--- config.mk ---
export PLATFORM = sky130hd
export DESIGN_NAME = merge_service_flat
export DESIGN_NICKNAME = d
export VERILOG_FILES = /design/src/rtl/merge_service_pkg.sv /design/src/rtl/merge_service_if.sv /design/src/rtl/merge_service_rr_arb2.sv /design/src/rtl/merge_service.sv /design/src/flat_wrapper.sv
export SDC_FILE = /design/constraint.sdc
export NUM_CORES = 1
export LEC_CHECK = 0
export CAP_MARGIN = 0
export CORE_AREA = 2 2 655 657
export DETAILED_ROUTE_END_ITERATION = 12
export DIE_AREA = 0 0 657 659
export GPL_TIMING_DRIVEN = 0
export HOLD_SLACK_MARGIN = 0.06
export MAX_ROUTING_LAYER = met4
export PLACE_DENSITY = 0.31
export SYNTH_ARGS = -nofsm -noshare
export SYNTH_HDL_FRONTEND = slang
export SYNTH_SLANG_ARGS = --single-unit
--- constraint.sdc ---
create_clock -name Clk -period 2.1 [get_ports Clk]
set_clock_uncertainty 0.05 [all_clocks]
set_input_delay 0.21 -clock Clk [delete_from_list [all_inputs] [get_ports Clk]]
set_output_delay 0.21 -clock Clk [all_outputs]
set_load 0.02 [all_outputs]
--- src/rtl/merge_service_pkg.sv ---
// Shared types for the server-stream merge: FSM states and the round-robin pick helper.
package merge_service_pkg;

  typedef enum logic [1:0] {
    IDLE  = 2'd0,
    LOCK0 = 2'd1,
    LOCK1 = 2'd2
  } merge_state_e;

  // On a tie the requester that did not finish the last packet wins.
  function automatic logic [1:0] rr_pick(input logic [1:0] req, input logic last);
    logic [1:0] gnt;
    case (req)
      2'b11:   gnt = last ? 2'b01 : 2'b10;
      default: gnt = req;
    endcase
    return gnt;
  endfunction

endpackage

--- src/rtl/merge_service_if.sv ---
// Packet stream bundle (data/valid/ready/sop/eop/empty); svr = sink side, clt = source side.
interface merge_service_if #(
  parameter int DATA_BITS  = 512,
  parameter int EMPTY_BITS = 6
);
  logic [DATA_BITS-1:0]  data;
  logic                  valid;
  logic                  ready;
  logic                  sop;
  logic                  eop;
  logic [EMPTY_BITS-1:0] empty;

  modport svr (input data, valid, sop, eop, empty, output ready);
  modport clt (output data, valid, sop, eop, empty, input ready);
endinterface

--- src/rtl/merge_service_rr_arb2.sv ---
// Two-request round-robin arbiter: combinational grant, last-winner state updated on a strobe.
module merge_service_rr_arb2
  import merge_service_pkg::*;
(
  input  logic       clk,
  input  logic       rst_n,
  input  logic [1:0] req_i,
  input  logic       upd_i,
  input  logic       upd_idx_i,
  output logic [1:0] gnt_o
);

  logic last_q;

  // Remember which requester completed the most recent packet.
  always_ff @(posedge clk or negedge rst_n) begin
    if (!rst_n) begin
      last_q <= 1'b1;
    end else if (upd_i) begin
      last_q <= upd_idx_i;
    end
  end

  assign gnt_o = rr_pick(req_i, last_q);

endmodule

--- src/rtl/merge_service.sv ---
// Packet-atomic 2:1 round-robin merge with a single registered output stage and packet counters.
module merge_service
  import merge_service_pkg::*;
#(
  parameter int DATA_BITS  = 512,
  parameter int EMPTY_BITS = 6
) (
  input  logic         Clk,
  input  logic         Rst_n,
  output logic [31:0]  stats_in_pkt0,
  output logic [31:0]  stats_in_pkt1,
  output logic [31:0]  stats_out_pkt,
  merge_service_if.svr in0,
  merge_service_if.svr in1,
  merge_service_if.clt out
);

  merge_state_e          state_q, state_d;
  logic [1:0]            arb_gnt_s, gnt_s;
  logic                  gate_s, rdy0_s, rdy1_s, acc0_s, acc1_s, upd_s;
  logic                  valid_q, sop_q, eop_q;
  logic [DATA_BITS-1:0]  data_q;
  logic [EMPTY_BITS-1:0] empty_q;
  logic [31:0]           stats_in0_q, stats_in1_q, stats_out_q;

  merge_service_rr_arb2 u_arb (
    .clk       (Clk),
    .rst_n     (Rst_n),
    .req_i     ({in1.valid, in0.valid}),
    .upd_i     (upd_s),
    .upd_idx_i (acc1_s),
    .gnt_o     (arb_gnt_s)
  );

  // A lock overrides the arbiter until the owning input's eop is taken.
  always_comb begin
    gnt_s = 2'b00;
    case (state_q)
      IDLE:    gnt_s = arb_gnt_s;
      LOCK0:   gnt_s = 2'b01;
      LOCK1:   gnt_s = 2'b10;
      default: gnt_s = 2'b00;
    endcase
  end

  assign gate_s    = !valid_q || out.ready;
  assign rdy0_s    = Rst_n && gnt_s[0] && gate_s;
  assign rdy1_s    = Rst_n && gnt_s[1] && gate_s;
  assign in0.ready = rdy0_s;
  assign in1.ready = rdy1_s;
  assign acc0_s    = in0.valid && rdy0_s;
  assign acc1_s    = in1.valid && rdy1_s;
  assign upd_s     = (acc0_s && in0.eop) || (acc1_s && in1.eop);

  // Next-state: any accepted non-eop beat locks; the owner's eop unlocks.
  always_comb begin
    state_d = state_q;
    case (state_q)
      IDLE: begin
        if (acc0_s && !in0.eop) begin
          state_d = LOCK0;
        end else if (acc1_s && !in1.eop) begin
          state_d = LOCK1;
        end else begin
          state_d = IDLE;
        end
      end
      LOCK0: begin
        if (acc0_s && in0.eop) state_d = IDLE;
        else                   state_d = LOCK0;
      end
      LOCK1: begin
        if (acc1_s && in1.eop) state_d = IDLE;
        else                   state_d = LOCK1;
      end
      default: state_d = IDLE;
    endcase
  end

  // FSM state register.
  always_ff @(posedge Clk or negedge Rst_n) begin
    if (!Rst_n) state_q <= IDLE;
    else        state_q <= state_d;
  end

  // Output stage: load on accept, drop valid once the sink takes it.
  always_ff @(posedge Clk or negedge Rst_n) begin
    if (!Rst_n) begin
      valid_q <= 1'b0;
      data_q  <= '0;
      sop_q   <= 1'b0;
      eop_q   <= 1'b0;
      empty_q <= '0;
    end else if (acc0_s) begin
      valid_q <= 1'b1;
      data_q  <= in0.data;
      sop_q   <= in0.sop;
      eop_q   <= in0.eop;
      empty_q <= in0.empty;
    end else if (acc1_s) begin
      valid_q <= 1'b1;
      data_q  <= in1.data;
      sop_q   <= in1.sop;
      eop_q   <= in1.eop;
      empty_q <= in1.empty;
    end else if (out.ready) begin
      valid_q <= 1'b0;
    end
  end

  // Packet counters, wrapping modulo 2^32.
  always_ff @(posedge Clk or negedge Rst_n) begin
    if (!Rst_n) begin
      stats_in0_q <= 32'd0;
      stats_in1_q <= 32'd0;
      stats_out_q <= 32'd0;
    end else begin
      if (acc0_s && in0.eop)               stats_in0_q <= stats_in0_q + 32'd1;
      if (acc1_s && in1.eop)               stats_in1_q <= stats_in1_q + 32'd1;
      if (valid_q && out.ready && eop_q)   stats_out_q <= stats_out_q + 32'd1;
    end
  end

  assign out.valid     = valid_q;
  assign out.data      = data_q;
  assign out.sop       = sop_q;
  assign out.eop       = eop_q;
  assign out.empty     = empty_q;
  assign stats_in_pkt0 = stats_in0_q;
  assign stats_in_pkt1 = stats_in1_q;
  assign stats_out_pkt = stats_out_q;

endmodule

--- src/flat_wrapper.sv ---
// flat-port wrapper written by rule: the top's interface ports become plain ports
module merge_service_flat import merge_service_pkg::*;
#(
  parameter int DATA_BITS  = 512,
  parameter int EMPTY_BITS = 6
)
  (Clk, Rst_n, stats_in_pkt0, stats_in_pkt1, stats_out_pkt, in0_data, in0_valid, in0_sop, in0_eop, in0_empty, in0_ready, in1_data, in1_valid, in1_sop, in1_eop, in1_empty, in1_ready, out_data, out_valid, out_sop, out_eop, out_empty, out_ready);
  merge_service_if #(.DATA_BITS(DATA_BITS), .EMPTY_BITS(EMPTY_BITS)) in0_i ();
  merge_service_if #(.DATA_BITS(DATA_BITS), .EMPTY_BITS(EMPTY_BITS)) in1_i ();
  merge_service_if #(.DATA_BITS(DATA_BITS), .EMPTY_BITS(EMPTY_BITS)) out_i ();
  input  logic Clk;
  input  logic Rst_n;
  output logic [31:0] stats_in_pkt0;
  output logic [31:0] stats_in_pkt1;
  output logic [31:0] stats_out_pkt;
  input wire logic [$bits(in0_i.data)-1:0] in0_data;
  input wire logic [$bits(in0_i.valid)-1:0] in0_valid;
  input wire logic [$bits(in0_i.sop)-1:0] in0_sop;
  input wire logic [$bits(in0_i.eop)-1:0] in0_eop;
  input wire logic [$bits(in0_i.empty)-1:0] in0_empty;
  output wire logic [$bits(in0_i.ready)-1:0] in0_ready;
  input wire logic [$bits(in1_i.data)-1:0] in1_data;
  input wire logic [$bits(in1_i.valid)-1:0] in1_valid;
  input wire logic [$bits(in1_i.sop)-1:0] in1_sop;
  input wire logic [$bits(in1_i.eop)-1:0] in1_eop;
  input wire logic [$bits(in1_i.empty)-1:0] in1_empty;
  output wire logic [$bits(in1_i.ready)-1:0] in1_ready;
  output wire logic [$bits(out_i.data)-1:0] out_data;
  output wire logic [$bits(out_i.valid)-1:0] out_valid;
  output wire logic [$bits(out_i.sop)-1:0] out_sop;
  output wire logic [$bits(out_i.eop)-1:0] out_eop;
  output wire logic [$bits(out_i.empty)-1:0] out_empty;
  input wire logic [$bits(out_i.ready)-1:0] out_ready;
  assign in0_i.data = in0_data;
  assign in0_i.valid = in0_valid;
  assign in0_i.sop = in0_sop;
  assign in0_i.eop = in0_eop;
  assign in0_i.empty = in0_empty;
  assign in0_ready = in0_i.ready;
  assign in1_i.data = in1_data;
  assign in1_i.valid = in1_valid;
  assign in1_i.sop = in1_sop;
  assign in1_i.eop = in1_eop;
  assign in1_i.empty = in1_empty;
  assign in1_ready = in1_i.ready;
  assign out_data = out_i.data;
  assign out_valid = out_i.valid;
  assign out_sop = out_i.sop;
  assign out_eop = out_i.eop;
  assign out_empty = out_i.empty;
  assign out_i.ready = out_ready;
  merge_service #(.DATA_BITS(DATA_BITS), .EMPTY_BITS(EMPTY_BITS)) u_core (.Clk(Clk), .Rst_n(Rst_n), .stats_in_pkt0(stats_in_pkt0), .stats_in_pkt1(stats_in_pkt1), .stats_out_pkt(stats_out_pkt), .in0(in0_i), .in1(in1_i), .out(out_i));
endmodule
Word level (Yosys, flattened, before mapping)
Index checks and enable logic that the tools add are counted.

Output and inout port bits: 619. Input bits: 1045. Word-level logic and storage cells: 55. Register bits after elaboration: 620.

Reduce and logical (&&, ||, !) cells: 20. Add/sub/neg operators: 3. Equality and inequality tests: 3. Muxes and demuxes: 19.

Operators with widths (number): two-way mux 512 bit (2); adder 32 x 1 -> 32 bit, second input constant (3); logical AND 1 bit (12); two-way mux 6 bit (2); case mux 2 bit (3 select lines) (2); two-way mux 2 bit (5); two-way mux 1 bit (8); equality test 2 bit, second input constant (2); logical NOT 1 bit (3); nonzero test 3 bit (1); equality test 2 x 1 -> 1 bit, second input constant (1); logical NOT 2 bit (1); logical OR 1 bit (2); nonzero test 2 bit (1).

Longest topological paths before layout
Word-level depth: 10. Mapped depth: 9. Depth with buffers taken out: 6.

Modules after synthesis
A second synthesis with hierarchy kept.

Cells, all modules: 3224. Area, all modules: 27543.9 um^2.

Modules (own cells, without submodules): merge_service (area each 27482.6 um^2, cells an instance 3218, seq. area each 15489.9 um^2, times used 1); merge_service_rr_arb2 (area each 61.3 um^2, cells an instance 6, seq. area each 26.3 um^2, times used 1).

Worst setup path before layout
OpenSTA, ideal clock, no wires.

Kind: flip-flop to flip-flop. Start point: register u_core.stats_in0_q[4] (netlist: u_core.stats_in_pkt0[4]). End point: register u_core.stats_in0_q[25] (netlist: u_core.stats_in_pkt0[25]). Setup time: 80 ps. Slack: -102 ps. Data required time: 1970 ps. Data arrival time: 2072 ps. Clock period less this slack: 2202 ps. Cell stages (with the launch flop): 6. Buffers on the path: 0. Cell sequence: dfrtp_1 nand3_1 or4_4 or4_4 nor3_2 xor2_1.

Cells in the longest elaborated chain, start to end: 1.

Ends and longest elaborated chain: start: declaration (RTL line merge_service.sv:24) `logic [31:0] stats_in0_q, stats_in1_q, stats_out_q;`; start signal: assignment (RTL line merge_service.sv:118) `if (acc0_s && in0.eop) stats_in0_q <= stats_in0_q + 32'd1;`; adder 32 x 1 -> 32 bit (RTL line merge_service.sv:118).

No other way between the ends. A chain may end at the register's enable or synchronous reset.

Worst setup path in the final report
Start point: register u_core.data_q[411] (netlist: u_core.out.data[411]). End point: output out_data[411].

RTL lines: start: declaration (RTL line merge_service.sv:22) `logic [DATA_BITS-1:0] data_q;`; start signal: assignment (RTL line merge_service.sv:96) `data_q <= in0.data;`; start signal: assignment (RTL line merge_service.sv:102) `data_q <= in1.data;`; end: declaration (RTL line flat_wrapper.sv:28) `output wire logic [$bits(out_i.data)-1:0] out_data;`.

No word-level cell between the ends.

==> results.json <==
{
  "finalHoldViolCount": 0,
  "cts_tree": "done",
  "dieArea_sq_um": 433000,
  "path_cells": "clkdlybuf4s50_1",
  "drc": 0,
  "start_util_pct": 6.48,
  "ant_nets": 0,
  "syn_to_final_growth_pct": 158,
  "arrival_ns": 2.11,
  "max_slew_margin_pct": 30.2,
  "num_io_pins": 1664,
  "synth-async-reset-ratio_pct": 100,
  "grt_overflow": 0,
  "fmax_ghz": 0.422,
  "ys.flop_type": "dfrtp_1",
  "critPathLaunchType": "flop",
  "violations": "setup timing",
  "place_inst": 10600,
  "yosysMostFrequentCell": "nand2_1",
  "die_h_um": 659,
  "place_congestion": 0.944,
  "synth_top_cells_by_count": "nand2_1 (1086), dfrtp_1 (619), nor2_1 (545), a31oi_1 (520), clkbuf_1 (155)",
  "p_leak_nw": 27.6,
  "r2r_start": "u_core.u_arb.last_q$_DFFE_PN1P_",
  "register_area_sq_um": 15500,
  "num_vias": 37900,
  "first_pass_iters": 5,
  "numCtsBuffers": 95,
  "core_sq_um": 426000,
  "worstSetupPathType": "flop to output pin",
  "vias_per_cell": 3.17,
  "pre_cts_ws_ns": -3.89,
  "grt_use_total_pct": 16.0,
  "peakVddDrop_uv": 640,
  "rr_worst_depth": 6,
  "cp_slowest_cell": "clkdlybuf4s50_1",
  "required_ns": 1.84,
  "slew_viol_final": 0,
  "avgSynthCellArea_sq_um": 8.52,
  "yosysWarnings": 0,
  "grt_pass1_wl_um": 437000,
  "fillCellCount": 48000,
  "routed_wl_um": 359000,
  "wl_per_cell_um": 30.0,
  "yosysSeqAreaShare_pct": 56.2,
  "die-width_um": 657,
  "ys_seq_elements": 620,
  "grt_pass1_vias": 39800,
  "numPortBuffers": 1663,
  "clk_pin_slew_ns": 0.06,
  "cap_violations": 0,
  "cp-startpoint": "u_core.out.data[411]$_DFFE_PN0P_",
  "fin_ws_ns": -0.269,
  "hold_class": "input port to asynchronous set/reset pin",
  "syn_nets": 4286,
  "cts_max_level": 3,
  "antenna_found_initial": 64,
  "timing.final.crit_share_pct": 113,
  "yosysTopAreaCell": "dfrtp_1",
  "syn-cell-area_sq_um": 27600,
  "drt-initial-drc-count": 2387,
  "root_buffer": "clkbuf_16",
  "worstPathMaxFanout": 2,
  "ys_top_cells_by_area": "dfrtp_1 (56%), nand2_1 (15%), a31oi_1 (12%)",
  "grt_max_degree": 100,
  "status": "complete, but fails checks",
  "finalPower_mw": 76.6,
  "worst-path-buf-inv": 1,
  "synth.distinct_cells": 39,
  "synth_edf_count": 0,
  "slowest_delay_ns": 0.91,
  "layout.nets": 7215,
  "critPathTopFamily": "buffers and inverters",
  "row_count": 240,
  "final-setup-viol-count": 971,
  "clkSinkCount": 620,
  "worstMarginPinSlew_ns": 1.04,
  "p_per_area_nw_per_um2": 1080,
  "min_period_ns": 2.37,
  "dp_hpwl_um": 304000,
  "postSynthCellCount": 3238,
  "rsz0062_at_grt": "yes",
  "cp.depth": 1,
  "fin_cells": 12000,
  "cp-end-kind": "output pin",
  "drive_gt1_share_pct": 12.9,
  "insertion_delay_ns": 0.83,
  "cts_buffer_depth": 4,
  "yosys.area.top_type_share_pct": 56.1,
  "multi_input_area_sq_um": 12800
}
-- final cells by class --
| cell class | instances | area share, % |
|---|---|---|
| diodes | 30 | 0.106 |
| well taps | 5687 | 10.0 |
| plain buffers | 232 | 4.24 |
| clock inverters | 25 | 0.517 |
| clock buffers | 140 | 3.92 |
| multi-input cells | 2379 | 18.0 |
| repair buffers | 2835 | 41.3 |
| flip-flops and latches | 620 | 21.8 |
| inverters | 4 | 0.0211 |
-- repair_timing --
item	in CTS	in global routing
hold endpoints to repair	788	1
resized for setup	780	666
hold buffers	1024	1
cloned	3	51
pin swaps	15	143
buffers inserted	23	52
endpoints found under the setup margin	1228	1260
-- through the flow --
stage                     TNS [ns]  area [sq um]  utilization [%]  hold slack [ns]
final                      -122.20         71100             16.7            0.107
after global routing       -247.26         71000             16.7           0.0638
after CTS                  -256.42         66800             15.7           0.0608
after detailed placement  -1844.88         51900             12.2            0.155
after global placement           -         51400             12.1            0.414
after floorplan              -2.27         27600                -           -0.136
-- layer usage --
metal / global-route usage, % / up-vias / share of wire [%]
met3: 4.74 / 356 / 7.6
met4: 4.11 / 0 / 3.2
li1: - / 16800 / -
met2: 29.2 / 1545 / 53
met5: - / - / 0
met1: 16.6 / 19200 / 37
-- report_power, final --
part	total, mW	internal, mW	leakage (nW)	switching, mW
Combinational	39.5	14.4	19.0	25.1
Sequential	20.1	16.1	7.07	4.02
Clock	17.0	10.1	1.55	6.91
-- cell usage in the layout, fill, tap and decap left out, types with 23 or more instances in the layout --
cell             synthesis  routed
a31oi_4                  0      50
nand2_2                  0      63
buf_12                   0      58
dlygate4sd2_1            0     156
buf_8                    0      47
clkdlybuf4s15_2          0      36
dfrtp_1                619     610
nand2_4                  0      51
nor2_1                 545     540
buf_16                   0      23
nand4_1                 27      27
nand3_1                 29      25
xor2_1                  24      24
dlygate4sd3_1            0    1024
a31oi_1                520     462
clkdlybuf4s50_1          0    1444
buf_2                   75      25
nand2_1               1086     966
clkbuf_16                0     160
clkbuf_8                 0      41
clkbuf_4                 0      33
clkbuf_1               155      24
xnor2_1                 69      68
buf_4                    1      67
buf_6                    0      42
diode_2                  0      30
-- cell families (layout without fill, tap and decap cells) --
logic type                 Yosys count  in the layout  synth area share (%)
DFF                                620            620                  56.2
other                                0             30                     0
buffers and inverters              239           3236                  3.60
muxes                                2              2                0.0816
and+or+nand+nor                   1753           1753                  25.0
xor gates and xnor gates            93             93                  2.95
adders and majority gates            3              3                 0.136
AOI/OAI and AO/OA                  528            528                  12.0
-- path summary, 6_finish.rpt --
path | endpoint | slack (ns)
max | out_data[411] | -0.27
min | u_core.out.data[278]$_DFFE_PN0P_ | 0.11
max reg2reg | u_core.stats_in_pkt0[31]$_DFFE_PN0P_ | -0.26
min reg2reg | u_core.stats_in_pkt1[31]$_DFFE_PN0P_ | 0.42
max in group asynchronous | u_core.out.data[467]$_DFFE_PN0P_ | 0.15
min in group Clk | u_core.out.data[471]$_DFFE_PN0P_ | 0.15
-- sequential cells by signal, indices dropped and copies added (netlist names) --
| register | flops |
|---|---|
| u_core.state_q | 2 |
| u_core.out.eop | 1 |
| u_core.out.valid | 1 |
| u_core.out.sop | 1 |
| u_core.stats_in_pkt0 | 32 |
| u_core.out.empty | 6 |
| u_core.out.data | 512 |
| u_core.stats_out_pkt | 32 |
| u_core.stats_in_pkt1 | 32 |
| u_core.u_arb.last_q | 1 |
Power figures use the tool's default switching activity.
